File: config.mk
export PLATFORM = sky130hd
export DESIGN_NAME = real_part_eq
export DESIGN_NICKNAME = d
export VERILOG_FILES = /design/src/rtl/real_part_eq.sv
export SDC_FILE = /design/constraint.sdc
export NUM_CORES = 1
export LEC_CHECK = 0
export CAP_MARGIN = 0
export CORE_AREA = 2 2 90 92
export CTS_CLUSTER_DIAMETER = 150
export DETAILED_ROUTE_END_ITERATION = 10
export DIE_AREA = 0 0 92 94
export DONT_BUFFER_PORTS = 1
export PLACE_DENSITY_LB_ADDON = 0.12
export SLEW_MARGIN = 30
export SYNTH_ARGS = -nofsm -noshare
export SYNTH_HDL_FRONTEND = slang
export SYNTH_SLANG_ARGS = --single-unit
File: constraint.sdc
create_clock -name i_clk -period 5.5 [get_ports i_clk]
set_input_delay 0.55 -clock i_clk [delete_from_list [all_inputs] [get_ports i_clk]]
set_output_delay 0.55 -clock i_clk [all_outputs]
set_load 0.01 [all_outputs]
File: src/rtl/real_part_eq.sv
// Recursive equalizer y[n] = x[n] - a*y[n-2] with divergence flush.
// Build option: define REAL_PART_EQ_LEAK_EN for the leaky form a = 1 - 2^-LEAK_SHIFT.
module real_part_eq #(
  parameter int NB_DATA    = 16,
  parameter int LEAK_SHIFT = 6,
  parameter int SAT_LIMIT  = 4,
  parameter int NB_CNT     = 3
) (
  input  logic               i_clk,
  input  logic               i_rst,
  input  logic               i_valid,
  input  logic [NB_DATA-1:0] i_data,
  input  logic               i_clr_sat,
  output logic               o_valid,
  output logic [NB_DATA-1:0] o_data,
  output logic               o_sat,
  output logic               o_flush
);

  localparam int NB_ACC = NB_DATA + 2;

`ifdef REAL_PART_EQ_LEAK_EN
  localparam bit LEAK_ON = 1'b1;
`else
  localparam bit LEAK_ON = 1'b0;
`endif

  localparam logic signed [NB_ACC-1:0] Y_MAX = {3'b000, {(NB_DATA-1){1'b1}}};
  localparam logic signed [NB_ACC-1:0] Y_MIN = {3'b111, {(NB_DATA-1){1'b0}}};
  localparam logic [NB_CNT-1:0]        RUN_LIMIT = NB_CNT'(SAT_LIMIT);

  typedef enum logic {S_RUN, S_FLUSH} state_t;

  state_t                     state;
  logic signed [NB_DATA-1:0]  y1;
  logic signed [NB_DATA-1:0]  y2;
  logic [NB_CNT-1:0]          run_cnt;
  logic                       flush_cnt;

  logic signed [NB_ACC-1:0]   x_ext;
  logic signed [NB_ACC-1:0]   y2_ext;
  logic signed [NB_ACC-1:0]   leak;
  logic signed [NB_ACC-1:0]   acc;
  logic signed [NB_DATA-1:0]  y_sat;
  logic                       sat_flag;
  logic                       sat_event;
  logic [NB_CNT-1:0]          run_next;

  // The saturated value, not acc, is what feeds the recursion history.
  always_comb begin
    x_ext    = {{2{i_data[NB_DATA-1]}}, i_data};
    y2_ext   = {{2{y2[NB_DATA-1]}}, y2};
    leak     = LEAK_ON ? (y2_ext >>> LEAK_SHIFT) : '0;
    acc      = x_ext - y2_ext + leak;
    y_sat    = acc[NB_DATA-1:0];
    sat_flag = 1'b0;
    if (acc > Y_MAX) begin
      y_sat    = Y_MAX[NB_DATA-1:0];
      sat_flag = 1'b1;
    end else if (acc < Y_MIN) begin
      y_sat    = Y_MIN[NB_DATA-1:0];
      sat_flag = 1'b1;
    end
    sat_event = i_valid && (state == S_RUN) && sat_flag;
    run_next  = run_cnt + 1'b1;
  end

  always_ff @(posedge i_clk) begin
    if (i_rst) begin
      state     <= S_RUN;
      y1        <= '0;
      y2        <= '0;
      run_cnt   <= '0;
      flush_cnt <= 1'b0;
      o_valid   <= 1'b0;
      o_data    <= '0;
      o_sat     <= 1'b0;
      o_flush   <= 1'b0;
    end else begin
      o_valid <= i_valid;
      // Setting the sticky flag takes priority over a simultaneous clear.
      if (sat_event) begin
        o_sat <= 1'b1;
      end else if (i_clr_sat) begin
        o_sat <= 1'b0;
      end
      if (i_valid) begin
        case (state)
          S_RUN: begin
            o_data <= y_sat;
            if (sat_flag && (run_next == RUN_LIMIT)) begin
              y1        <= '0;
              y2        <= '0;
              run_cnt   <= '0;
              flush_cnt <= 1'b0;
              state     <= S_FLUSH;
              o_flush   <= 1'b1;
            end else begin
              run_cnt <= sat_flag ? run_next : '0;
              y2      <= y1;
              y1      <= y_sat;
            end
          end
          S_FLUSH: begin
            o_data <= '0;
            y1     <= '0;
            y2     <= '0;
            if (flush_cnt) begin
              state   <= S_RUN;
              o_flush <= 1'b0;
            end else begin
              flush_cnt <= 1'b1;
            end
          end
          default: begin
            state   <= S_RUN;
            o_flush <= 1'b0;
          end
        endcase
      end
    end
  end

endmodule
Yosys cells after proc, flatten, opt, wreduce, memory -nomap -nowiden
Cells that the tools add are included.
{ "totals": {"reg_bits": 56, "input_bits": 20, "output_inout_bits": 19, "elab_cells": 45} }
{ "classes": {"n_addsub": 2, "n_lt_le_gt_ge": 2, "n_eq_ne": 3, "n_mux": 21, "n_bitwise": 1, "n_reduce_logical": 7} }
{ "ops": {"columns": ["op", "count"], "rows": [
  ["16-bit one-hot mux with 2 select lines", 3],
  ["16-bit 2-to-1 mux", 4],
  ["17-bit by 16-bit greater-than comparator with 1-bit output (second input constant)", 1],
  ["17-bit by 16-bit < comparator with 1-bit output (second input constant)", 1],
  ["16-bit by 16-bit subtractor with 17-bit output", 1],
  ["1-bit 2-to-1 mux", 9],
  ["3-bit 2-to-1 mux", 2],
  ["1-bit one-hot mux with 2 select lines", 3],
  ["2-bit by 1-bit != test with 1-bit output (second input constant)", 2],
  ["2-bit AND reduction", 2],
  ["3-bit by 1-bit adder with 3-bit output (second input constant)", 1],
  ["3-bit == test (second input constant)", 1],
  ["1-bit logical AND", 3],
  ["3-bit AND reduction", 1],
  ["2-bit nonzero test", 1],
  ["1-bit NOT", 1]
]} }

Depth between registers and ports, before layout
{ "logic_depth": {"word_depth": 7, "mapped_depth": 13} }

Worst setup path after synthesis
No wires, ideal clock.
{ "synth_timing": {"kind": "input -> register", "start": "input i_data[0]", "end": "register run_cnt[2]", "setup_ns": 0.070, "arrival_time_ns": 2.797, "path_slack_ns": 2.633, "stages": 12, "n_path_buf": 1, "path_cell_list": "inv_1 ha_1 fa_1 nand2b_1 a21o_1 a211oi_2 or3b_1 buf_6 a21o_1 nand2_1 or4_1 a21oi_1"} }
{ "synth_between": {"elab_chain_cells": 6} }
{ "synth_rtl": {"columns": ["element", "line_no", "source"], "rows": [
  ["start, declared", "12", "input logic [NB_DATA-1:0] i_data,"],
  ["16-bit by 16-bit subtractor with 17-bit output *", "54", "acc = x_ext - y2_ext + leak;"],
  ["17-bit by 16-bit < comparator with 1-bit output", "60", "end else if (acc < Y_MIN) begin"],
  ["1-bit 2-to-1 mux", "60", null],
  ["1-bit 2-to-1 mux *", "57", "if (acc > Y_MAX) begin"],
  ["3-bit 2-to-1 mux or 1-bit logical AND (tied branches)", "99, 91", null],
  ["3-bit 2-to-1 mux *", "91", "if (sat_flag && (run_next == RUN_LIMIT)) begin"],
  ["end signal, assigned", "99", "run_cnt <= sat_flag ? run_next : '0;"],
  ["end, declared", "37", "logic [NB_CNT-1:0] run_cnt;"]
]} }
Mark *: on every way between the ends. The rest lies on a longest branch, timed or not.
A chain may end at the register's enable or synchronous reset.

Worst setup path in the final report
{ "layout_timing": {"start": "register y2[0]", "end": "register y1[3]"} }
{ "layout_between": {"elab_chain_cells": 7} }
{ "layout_rtl": {"columns": ["element", "line_no", "source"], "rows": [
  ["start, declared", "36", "logic signed [NB_DATA-1:0] y2;"],
  ["start signal, assigned", "100", "y2 <= y1;"],
  ["16-bit by 16-bit subtractor with 17-bit output *", "54", null],
  ["17-bit by 16-bit < comparator with 1-bit output", "60", null],
  ["1-bit 2-to-1 mux", "60", null],
  ["1-bit 2-to-1 mux", "57", null],
  ["1-bit logical AND", "91", null],
  ["16-bit 2-to-1 mux *", "91", null],
  ["16-bit one-hot mux with 2 select lines *", "88", "case (state)"],
  ["end signal, assigned", "101", "y1 <= y_sat;"],
  ["end, declared", "35", "logic signed [NB_DATA-1:0] y1;"]
]} }
Marks and branches as above.

==> results by group <==
Setup path
  • Family with the most delay on the worst path: simple AND/OR/NAND/NOR gates
  • Critical Path RT: 5690 ps
  • Setup crit start: y2[0]
  • Sum of buffers and inverters on the critical path: 0
  • Worst path arrival time: 3280 ps
  • Worst path max stage delay: 500 ps
  • Critical Path Sink Type: flop
  • Critical-path cell list: ha_1 > fa_1 > nand2b_1 > a21o_1 > a211oi_2 > or3b_1 > a21o_1 > nand3_2 > nand2b_1 > o21ai_0
  • Crit-path slowest cell: nand2b_1
  • Crit path launch type: flop
  • WS Path Type: reg2reg
  • Crit path max fanout: 15
  • R2R Path Start: y2[0]

Detailed routing
  • Overall routed net length: 6.99 mm
  • Detailed Routing Iterations Pass 1: 4
  • Via count: about 2.3k
  • Via density: between 5 and 6
  • DR DRC count: 0
  • Post-DRT Antenna Nets: 0
  • WL/cell: 15.6 um
  • DR iter-0 viols: 110

Logic synthesis
  • Mean area per synthesized cell: 8.44 sq um
  • Async SR Flop Fraction: 0
  • Cell count after synthesis: 355
  • Unique masters post-synth: 47
  • Top post-synthesis cells by area: dfxtp_1, a21oi_1, ha_1
  • Top cell type's share of synthesized area: 0.374
  • Post-Syn Nets: 394
  • Synth Register Bits: 56
  • Most used DFF post-synth: dfxtp_1
  • Ys Warns: 0
  • Post-synth top cells: dfxtp_1, nand2_1, a21oi_1, nor2_1
  • Top-count cell post-synth: dfxtp_1
  • Netlist Area Pre-Place: 0.00300 sq mm
  • Leading area contributor after synthesis: dfxtp_1
  • EDFF count, synth: 0
  • Seq/Total Area, Yosys: 0.374

Min path
  • Hold wc startpoint: i_rst
  • Hold WC Path Type: in2reg

Clocking
  • CTS tree: done
  • H-tree depth: 2
  • Hold-fix buffers, CTS: 0
  • Clk_lat worst skew: 320 ps
  • PostCTS Resize Cnt: 0
  • TritonCTS Buffers: 5
  • Clock Tree Buf Depth: 2
  • Clk slew on worst S/H paths: about 110 ps
  • Postcts setup bufs: 0
  • Clock tree root driver cell: clkbuf_8
  • CTS sink cnt: 56

Layout
  • Final nets: 384
  • Layout cell share with drive strength beyond 1: 0.116
  • Final cell area excluding filler cells: about 0.0031 sq mm
  • Final Non-Filler Cells: 448
  • Layout area overhead: 4.92%
  • Number of inserted diodes: 0
  • Post-layout util: 0.413

STA
  • Final hold vios: 0
  • Fin. max-slew vios: 0
  • Final Cycle Share: 0.563
  • Relative slew slack: 0.507
  • Final setup viols: 0
  • Final setup TNS: 0 ps
  • RSZ-0062 raised after global routing: false
  • Actual slew at the worst max-slew pin: between 700 and 800 ps
  • Maximum clock frequency: 323 MHz
  • Final Critical Period: about 3100 ps
  • Skew final: 13.0 ps

Power and ir drop
  • LEAKAGE: 1.12 nW
  • PD cells: 316 mW/mm^2
  • VDD IR max: around 0.14 mV

Die
  • I/O pin cnt: 39
  • Die height: around 94 um
  • Starting Density: 0.394
  • Die area: about 0.0086 sq mm
  • Die width: 92 um
  • Site Rows: 32
  • Core area: approximately 0.0076 sq mm

Outcome
  • Outcome: finished, final reports clean

Placed design
  • RD Place Congestion: between 0.7 and 0.8
  • Detailed placement HPWL: 5.05 mm
  • Inst Count DP: 440
  • Dpl cell area: between 0.003 and 0.004 sq mm
  • PortBufs: 0

Flow run
  • # Max-Cap Violations: 0

Global route
  • Largest net degree at the start of global routing: 44
  • Total track usage: 0.174
  • Vias in the first global route: 2397
  • Grt total ovfl: 0
  • First-pass GRT wire length: 11.9 mm
  • Antenna violations before repair: 0
[stage by stage]
| step | power [mW] | setup WS (ps) | hold WS [ps] |
|---|---|---|---|
| finish | 0.993 | 2410 | 281 |
| global route | 1.05 | 2070 | 263 |
| CTS | 1.01 | 2320 | 271 |
| detailed placement | 0.719 | 2100 | 445 |
| global placement | 0.717 | 2210 | 432 |
| floorplan | 0.675 | 2630 | 426 |
[where the power goes]
group	total (mW)	internal (mW)	switching (mW)
combinational	0.224	0.0909	0.133
clock	0.285	0.137	0.148
sequential	0.484	0.449	0.0353
[layout by cell type, fill, tap and decap left out, drive strengths merged, types with 2 or more instances in the layout]
master    n
dfxtp    56
a21oi    51
nand2    50
nor2     29
o21ai    24
inv      20
ha       18
a22oi    16
nand2b    9
a21o      6
xnor2     6
a31oi     6
o21a      5
clkbuf    5
and2      4
o211ai    4
xor2      4
nand3     4
and3      3
a211oi    2
nor3      2
nor2b     2
o311ai    2
or4       2
a2bb2oi   2
[cells by family (layout without fill, tap and decap cells)]
group | count (synthesis) | after routing | synth area share
multiplexers | 1 | 1 | 0.00334
AND/OR/NAND/NOR | 108 | 108 | 0.174
XOR/XNOR | 10 | 10 | 0.0292
AO/OA/AOI/OAI | 124 | 124 | 0.280
adder cells (fa/ha/maj) | 19 | 19 | 0.0818
buffers and inverters | 37 | 28 | 0.0580
flip-flops | 56 | 56 | 0.374
[cell type report]
cell class              count  area, sq um
clock buffers               5         68.8
clock inverters             3         46.3
fillers                   801         4460
inverters                  19         71.3
multi-input cells         262         1700
flip-flops and latches     56         1120
well taps                 102          128
repair buffers              1         7.51
[worst reg2reg max path, delay by kind of cell, from the launching register on]
family	cells	cell delay, ps
simple gates	4	1140
fa+ha+maj	2	580
compound gates	4	910
flops	1	330
[worst paths after layout]
check               end  slack (ps)  depth (start not counted)
max               y1[3]        2410                         10
min reg2reg  run_cnt[2]         450                          2
min          o_data[15]         280                          1
max reg2reg       y1[3]        2410                         10
[metal layers]
metal / wire (um) / vias up / GRT usage / share of wire
li1: - / 1216 / - / -
met1: 3500 / 1080 / 0.229 / 0.50
met2: 3130 / 40 / 0.292 / 0.45
met3: 290 / 5 / 0.0385 / 0.041
met4: 70 / 0 / 0.0448 / 0.010
met5: 0 / - / 0 / 0
[flip-flops by register name, indices dropped and copies added, names as in the netlist]
signal,count
y1,16
state,1
o_sat,1
o_valid,1
o_data,16
y2,16
run_cnt,3
o_flush,1
flush_cnt,1
(Power assumes the default switching activity.)
